==> src/rtl/processor_pkg.sv <==
// Shared defaults for the processor register file and its scoreboard.
// Optional build macro: PROCESSOR_REGFILE_BYPASS_EN (write-to-read forwarding).
package processor_pkg;

    localparam int unsigned DATA_W_DEF = 32;
    localparam int unsigned ADDR_W_DEF = 5;
    localparam int unsigned NUM_RD_DEF = 2;

    // Number of architectural registers addressed by an addr_w-bit index.
    function automatic int unsigned num_regs(input int unsigned addr_w);
        return 32'd1 << addr_w;
    endfunction

endpackage

==> src/rtl/processor_scoreboard.sv <==
// Pending-result scoreboard: one pending bit per register, a popcount of the
// pending vector, and per-read-port busy flags.
// Optional build macro: PROCESSOR_REGFILE_BYPASS_EN (busy cleared on forwarded reads).
module processor_scoreboard
    import processor_pkg::*;
#(
    parameter int unsigned ADDR_W   = ADDR_W_DEF,
    parameter int unsigned NUM_RD   = NUM_RD_DEF,
    parameter int unsigned NUM_REGS = num_regs(ADDR_W)
) (
    input  logic                     clock,
    input  logic                     reset,
    input  logic                     wr_en,
    input  logic [ADDR_W-1:0]        wr_addr,
    input  logic                     issue_en,
    input  logic [ADDR_W-1:0]        issue_addr,
    input  logic [NUM_RD*ADDR_W-1:0] rd_addr,
    output logic [NUM_RD-1:0]        rd_busy,
    output logic [ADDR_W:0]          pend_cnt
);

    logic [NUM_REGS-1:0] pend_q, pend_d;
    logic [ADDR_W:0]     cnt_q, cnt_d;

    // Next pending vector: issue beats writeback on the same register; r0 never pends.
    always_comb begin
        pend_d = pend_q;
        cnt_d  = '0;
        for (int r = 1; r < int'(NUM_REGS); r++) begin
            if (issue_en && (issue_addr == ADDR_W'(r))) begin
                pend_d[r] = 1'b1;
            end else if (wr_en && (wr_addr == ADDR_W'(r))) begin
                pend_d[r] = 1'b0;
            end
        end
        pend_d[0] = 1'b0;
        for (int r = 0; r < int'(NUM_REGS); r++) begin
            cnt_d = cnt_d + (ADDR_W + 1)'(pend_d[r]);
        end
    end

    // Pending bits and count; count tracks the new vector so it never lags.
    always_ff @(posedge clock or negedge reset) begin
        if (!reset) begin
            pend_q <= '0;
            cnt_q  <= '0;
        end else begin
            pend_q <= pend_d;
            cnt_q  <= cnt_d;
        end
    end

    // Per-port busy from the registered pending bits.
    always_comb begin
        rd_busy = '0;
        for (int i = 0; i < int'(NUM_RD); i++) begin
            rd_busy[i] = pend_q[rd_addr[i*ADDR_W +: ADDR_W]];
`ifdef PROCESSOR_REGFILE_BYPASS_EN
            // Result is being forwarded this cycle, unless a fresh issue re-claims it.
            if (wr_en && (wr_addr != '0) && (rd_addr[i*ADDR_W +: ADDR_W] == wr_addr) &&
                !(issue_en && (issue_addr == wr_addr))) begin
                rd_busy[i] = 1'b0;
            end
`endif
        end
    end

    assign pend_cnt = cnt_q;

endmodule

==> src/rtl/processor_regfile_mp.sv <==
// Multi-read-port register file with r0 hardwired to zero and a pending-result
// scoreboard that stalls reads of registers awaiting writeback.
// Optional build macro: PROCESSOR_REGFILE_BYPASS_EN (same-cycle write forwarding).
module processor_regfile_mp
    import processor_pkg::*;
#(
    parameter int unsigned DATA_W = DATA_W_DEF,
    parameter int unsigned ADDR_W = ADDR_W_DEF,
    parameter int unsigned NUM_RD = NUM_RD_DEF
) (
    input  logic                     clock,
    input  logic                     reset,
    input  logic                     wr_en,
    input  logic [ADDR_W-1:0]        wr_addr,
    input  logic [DATA_W-1:0]        wr_data,
    input  logic                     issue_en,
    input  logic [ADDR_W-1:0]        issue_addr,
    input  logic [NUM_RD*ADDR_W-1:0] rd_addr,
    output logic [NUM_RD*DATA_W-1:0] rd_data,
    output logic [NUM_RD-1:0]        rd_busy,
    output logic                     stall,
    output logic [ADDR_W:0]          pend_cnt
);

    localparam int unsigned NUM_REGS = num_regs(ADDR_W);

    logic [DATA_W-1:0] regs_q [NUM_REGS];

    // Register storage; r0 is never written so it stays at its reset value.
    always_ff @(posedge clock or negedge reset) begin
        if (!reset) begin
            for (int r = 0; r < int'(NUM_REGS); r++) begin
                regs_q[r] <= '0;
            end
        end else if (wr_en && (wr_addr != '0)) begin
            regs_q[wr_addr] <= wr_data;
        end
    end

    // Combinational read ports with optional forwarding of the in-flight write.
    always_comb begin
        rd_data = '0;
        for (int i = 0; i < int'(NUM_RD); i++) begin
            if (rd_addr[i*ADDR_W +: ADDR_W] != '0) begin
                rd_data[i*DATA_W +: DATA_W] = regs_q[rd_addr[i*ADDR_W +: ADDR_W]];
            end
`ifdef PROCESSOR_REGFILE_BYPASS_EN
            if (wr_en && (wr_addr != '0) && (rd_addr[i*ADDR_W +: ADDR_W] == wr_addr)) begin
                rd_data[i*DATA_W +: DATA_W] = wr_data;
            end
`endif
        end
    end

    processor_scoreboard #(
        .ADDR_W   (ADDR_W),
        .NUM_RD   (NUM_RD),
        .NUM_REGS (NUM_REGS)
    ) u_scoreboard (
        .clock      (clock),
        .reset      (reset),
        .wr_en      (wr_en),
        .wr_addr    (wr_addr),
        .issue_en   (issue_en),
        .issue_addr (issue_addr),
        .rd_addr    (rd_addr),
        .rd_busy    (rd_busy),
        .pend_cnt   (pend_cnt)
    );

    assign stall = |rd_busy;

endmodule

==> config.mk <==
export PLATFORM = sky130hd
export DESIGN_NAME = processor_regfile_mp
export DESIGN_NICKNAME = d
export VERILOG_FILES = /design/src/rtl/processor_pkg.sv /design/src/rtl/processor_scoreboard.sv /design/src/rtl/processor_regfile_mp.sv
export SDC_FILE = /design/constraint.sdc
export NUM_CORES = 2
export LEC_CHECK = 0
export CAP_MARGIN = 20
export CORE_MARGIN = 1
export CORE_UTILIZATION = 25
export CTS_BUF_LIST = sky130_fd_sc_hd__clkbuf_8 sky130_fd_sc_hd__clkbuf_16
export CTS_CLUSTER_SIZE = 30
export DETAILED_ROUTE_END_ITERATION = 16
export SLEW_MARGIN = 20
export SYNTH_ARGS = -nofsm -noshare
export SYNTH_HDL_FRONTEND = slang
export SYNTH_SLANG_ARGS = --single-unit
export TNS_END_PERCENT = 100
==> constraint.sdc <==
create_clock -name clock -period 9.3 [get_ports clock]
set_input_delay 0.93 -clock clock [delete_from_list [all_inputs] [get_ports clock]]
set_output_delay 0.93 -clock clock [all_outputs]
set_load 0.05 [all_outputs]
* Word level (Yosys, flattened, before mapping) *
Index checks and enable logic that the tools add are counted.

word-level totals
  word-level logic and storage cells = 280
  bits in latches = 0
  ROM bits = 0
  output and inout bits = 73
  memories = 0
  bits of input ports = 56
  bits in writable memories = 0
  register bits after elaboration = 1061

operators by class
  divide/modulo/power cells = 0
  muxes and demuxes = 77
  equal/unequal tests = 62
  order comparisons = 6
  shifts and indexed selects = 0
  bitwise gates (word level) = 3
  $mul = 0
  reduce and logical (&&, ||, !) cells = 68
  $add $sub $neg = 30

operators by type and width
  kind                number
  $bwmux 1024         1
  $bmux 32 s5         2
  $mux 32             7
  $add 6x1->6         29
  $demux 32 s5        1
  $eq 5x5->1 const B  32
  $eq 5x4->1 const B  16
  $logic_and 1x1->1   64
  $mux 1              64
  $eq 5x3->1 const B  8
  $eq 5x2->1 const B  4
  $ge 6x6->1 const B  3
  $not 5->6           3
  $reduce_bool 5->1   3
  $lt 5x6->1 const B  2
  $bmux 1 s5          2
  $eq 5x1->1 const B  2
  $lt 6x1->1 const B  1
  $add 1x1->2         1
  $reduce_or 2->1     1

* Logic depth before layout (Yosys ltp) *
  depth after elaboration = 34
  depth in mapped cells = 24
  gate-level depth less buffers = 22

* Cells and area by module *
A second synthesis with hierarchy kept.

unflattened totals
  cells, all modules = 3914
  area total of the unflattened synthesis = 57237.4 um^2

modules (own cells, without submodules)
  module                times used  seq. area each (um^2)  cells each  area an instance (um^2)
  processor_regfile_mp  1           25624.6                3621        54385.9
  processor_scoreboard  1           925.9                  293         2851.5

* Least setup slack after synthesis *
Ideal clock, no wire load.

  path type = input to register
  start = input wr_addr[1]
  end = register u_scoreboard.cnt_q[4] (netlist: u_scoreboard.pend_cnt[4])
  data arrival time = 6240 ps
  buffers on the path = 3
  stages on the path = 24
  data required time = 9177 ps
  slack = 2938 ps
  library setup time = 123 ps
  path through = clkbuf_1 > and3b_1 > clkbuf_1 > nand2_1 > buf_1 > a22o_1 > ha_1 > inv_1 > fa_1 > inv_1 > fa_1 > inv_1 > fa_1 > fa_1 > fa_1 > fa_1 > inv_1 > ha_1 > inv_1 > fa_1 > inv_1 > a21o_1 > a21oi_1 > xnor2_1

between the ends
  longest elaborated chain between the ends = 34
  elaborated cells on any way between the ends = 154
  classes of those cells = 30 x add/sub; 31 x eq/ne; 62 x mux; 31 x reduce/logical

ends and longest elaborated chain
  item                        RTL line                    source
  start: declaration          processor_regfile_mp.sv:14  input logic [ADDR_W-1:0] wr_addr,
  $eq 5x2->1                  processor_scoreboard.sv:32  end else if (wr_en && (wr_addr == ADDR_W'(r))) begin
  $logic_and 1x1->1           processor_scoreboard.sv:32
  $mux 1                      processor_scoreboard.sv:32
  $mux 1                      processor_scoreboard.sv:30  if (issue_en && (issue_addr == ADDR_W'(r))) begin
  via u_scoreboard.pend_d[2]  processor_scoreboard.sv:22  logic [NUM_REGS-1:0] pend_q, pend_d;
  $add 1x1->2                 processor_scoreboard.sv:38  cnt_d = cnt_d + (ADDR_W + 1)'(pend_d[r]);
  $add 6x1->6 (29 in series)  processor_scoreboard.sv:38
  via u_scoreboard.cnt_d[4]   processor_scoreboard.sv:23  logic [ADDR_W:0] cnt_q, cnt_d;
  end signal: assignment      processor_scoreboard.sv:49  cnt_q <= cnt_d;
  end: declaration            processor_scoreboard.sv:23

The timed path passes the listed nets, and every way through them passes these cells.
A chain may end at the register's enable or synchronous reset.

* Worst setup path in the final report *
  start = input wr_addr[2]
  end = register u_scoreboard.cnt_q[4] (netlist: u_scoreboard.pend_cnt[4])

between the ends
  longest elaborated chain between the ends = 34
  elaborated cells on any way between the ends = 154
  classes of those cells = 30 x add/sub; 31 x eq/ne; 62 x mux; 31 x reduce/logical

ends and longest elaborated chain
  item                        RTL line
  $eq 5x1->1                  processor_scoreboard.sv:32
  $logic_and 1x1->1           processor_scoreboard.sv:32
  $mux 1                      processor_scoreboard.sv:32
  $mux 1                      processor_scoreboard.sv:30
  via u_scoreboard.pend_d[1]  processor_scoreboard.sv:22
  $add 1x1->2                 processor_scoreboard.sv:38
  $add 6x1->6 (29 in series)  processor_scoreboard.sv:38
  via u_scoreboard.cnt_d[4]   processor_scoreboard.sv:23

The timed path passes the listed nets, and every way through them passes these cells.

==> impl_results.md <==
- Max FO, Critical Path: 33
- Critical R2R Launch: u_scoreboard.pend_q[2]
- Initial antenna violation count: 12
- WS Path Type: in -> reg
- Initial detailed-routing violation count: ~2.7k
- Slew Viols, Final: 0
- DRC viols: 0
- Dominant synthesized flop cell: dfrtp_1
- DRT Pass-1 Iters: 5
- Worst r2r dst: u_scoreboard.pend_cnt[4]
- Worst skew pair latency: roughly 720 ps
- Worst Hold Class: in -> async
- Layout Nets: about 3.6k
- Yosys top cell by area: dfrtp_1
- Post CTS Setup Buffer Count: 0
- Startpoint Class: primary input
- Achievable Freq: 144 MHz
- Clock transition at path regs: about 60 ps
- Post-cts gate resize count: 0
- Area occupied by multi-input gates: between 20000 and 30000 µm²
- Sequential-to-total area share from yosys stat: a little under half
- Filler cells: ~23k
- Vias in the first global route: ~36k
- Peak supply drop: ~0.85 mV
- Routability Congestion: ~0.85
- First-pass GRT wire length: 260000 µm
- R2R Setup Slk: about 4200 ps
- GRT Total Usage: between 15 and 20%
- Status: finished clean
- Pwr/cell area: roughly 240 nW/µm²
- Largest net degree at the start of global routing: roughly 180
- Clock buffer depth: 3
- Avg WL per Cell: between 20 and 30 µm
- Final min period: roughly 6900 ps
- Max-cap viol count: 0
- Rel. slew slack: between 20% and 30%
- Setup crit end kind: flip-flop
- Drt via density: just over 5
- CTS tree: built
- Ratio of cells with drive above 1 in the final layout: approximately half
- # hold bufs at CTS: 0
- Post-Route Skew: approximately 8.9 ps
- Reg2reg path depth: 19
- RSZ-0062 raised after global routing: no
- Post-synthesis cell type count: 40
- Post-route insts no fill: 6601
- Starting Density: between 20 and 30%
- Synthesis Warnings: 0
- Final WL: 179000 µm
- Avg Inst Size Synth: between 15 and 20 µm²
- Fin crit share: around three quarters
- Congestion Overflow GR: 0
- Final Setup Violations: 0
- Fin. Hold Viols: 0
- H-tree Lvls: 3
- CP required: ~9900 ps
- Synth area leaders: dfrtp_1, mux4_2, mux2_2
- Actual slew at the worst max-slew pin: between 1000 and 1500 ps
- Cells after DPL: around 6.4k
- Syn_nets: approximately 3.7k
- Io pins: between 100 and 150
- Clock Sinks: 1061
- Num CTS Buffers: 104
- Die ar.: 230000 µm²
- Synthesis-stage register bit count: about 1.1k
- Setup TNS Final: 0 ps
- Synthesized cell area: approximately 57000 µm²
- PortBufs: between 100 and 150
- EDFF count, synth: 0
- Storage element area: between 20000 and 30000 µm²
- Antenna viol nets, final: 0
- Area share of the largest cell type after synthesis: between 40% and 50%
- Critical Path AT: around 7500 ps
- Die Height: roughly 480 µm
- FFs w/ async S/R, synth: between 90% and 100%
- Detailed Place HPWL: 96100 µm
- Placeable Area: approximately 230000 µm²
- Synthesized netlist cell count: about 3.6k
- Clock Tree Root: clkbuf_16
- Vias: between 30k and 40k
- Area grow syn2layout: 13.6%
- LEAKAGE: around 28 nW
- Die span in x: between 400 and 500 µm
- FP Rows: 174
==> synthesized netlist by cell type (16+ instances only) <==
library cell  instances
mux4_1               22
mux4_2              568
mux2_2              960
buf_2               135
nor2_1               27
dfrtp_1            1061
clkbuf_1            191
nand2_1             138
mux2i_1             136
buf_6                19
a21o_1               66
inv_1                49
buf_1                37
buf_4                16
fa_1                 23
o22ai_1              64
==> worst max-delay path, cell delays in order <==
cell and delay, ps:
clkdlybuf4s50_1 580, nor3_1 790, nand2_4 50, buf_4 440, a22o_1 330, ha_1 280
inv_1 50, fa_1 470, inv_1 50, fa_1 470, inv_1 50, fa_1 500
fa_1 450, fa_1 510, fa_1 420, inv_1 70, ha_1 160, inv_1 60
fa_1 440, inv_1 70, a21o_1 110, a21oi_1 80, xnor2_1 130
==> cell type report <==
| class | instances | area share [%] |
|---|---|---|
| Antenna cell | 7 | 0.0271 |
| Inverter | 49 | 0.285 |
| Sequential cell | 1061 | 41.1 |
| Tap cell | 2992 | 5.79 |
| Clock buffer | 126 | 4.53 |
| Clock inverter | 69 | 1.25 |
| Timing Repair Buffer | 201 | 3.03 |
| Multi-Input combinational cell | 2096 | 44.0 |
==> flip-flops by register name (all words and copies together), names as in the netlist <==
register	cells
u_scoreboard.pend_q	31
u_scoreboard.pend_cnt	6
regs_q	1024
==> logic make-up (layout without fill, tap and decap cells) <==
kind of cell / after synthesis / count (layout) / synth area share [%]
flip-flops: 1061 / 1061 / 46.6
AO/OA/AOI/OAI: 170 / 170 / 2.11
multiplexers: 1686 / 1686 / 44.9
other: 0 / 7 / 0
AND/OR/NAND/NOR: 205 / 205 / 1.55
buffers and inverters: 452 / 445 / 3.77
adder cells (fa/ha/maj): 32 / 32 / 1.01
XOR/XNOR: 3 / 3 / 0.0462
==> stage by stage <==
stage | utilization [%] | power, mW | setup slack (ps) | area [µm²] | hold slack (ps)
floorplan | - | 9.74 | 2940 | 56900 | 441
global placement | 27.0 | 11.0 | 1660 | 60900 | 376
detailed placement | 27.0 | 11.1 | 1650 | 60900 | 383
CTS | 28.7 | 15.7 | 2390 | 64600 | 238
global route | 28.7 | 16.4 | 2050 | 64600 | 282
finish | 28.7 | 15.6 | 2360 | 64600 | 206
==> worst max-delay path by stage <==
stage,slack (ps),start,to,depth (start not counted)
3_3_place_gp,1660,wr_addr[2],u_scoreboard.pend_cnt[4],23
4_1_cts,2390,wr_addr[2],u_scoreboard.pend_cnt[4],23
3_5_place_dp,1650,wr_addr[2],u_scoreboard.pend_cnt[4],23
2_1_floorplan,2940,wr_addr[1],u_scoreboard.pend_cnt[4],24
6_report,2360,wr_addr[2],u_scoreboard.pend_cnt[4],23
5_1_grt,2050,wr_addr[2],u_scoreboard.pend_cnt[4],23
==> layer usage <==
metal	wire length [µm]	share of wire (%)	GRT usage [%]	up-vias
met2	91600	51	27.0	1051
met1	71400	40	19.3	18962
met3	8490	4.7	1.92	333
li1	-	-	-	13692
met5	46	0.026	0	-
met4	7470	4.2	6.34	8
==> cell usage in the layout (no fill, tap or decap), drive strengths merged, types with 9 or more instances in the layout <==
master / count
nor2: 27
inv: 75
mux4: 590
mux2i: 136
clkdlybuf4s50: 106
ha: 9
buf: 93
a21o: 66
clkinv: 20
mux2: 960
a22oi: 11
bufinv: 16
nand2: 138
a22o: 14
o22ai: 64
fa: 23
dfrtp: 1061
clkbuf: 128
==> report_power, final <==
part           switching [mW]  internal, mW
registers               0.625          5.55
logic                    2.25          2.55
clock network            1.96          2.69
Note: power is estimated with default switching activity, not from simulation.
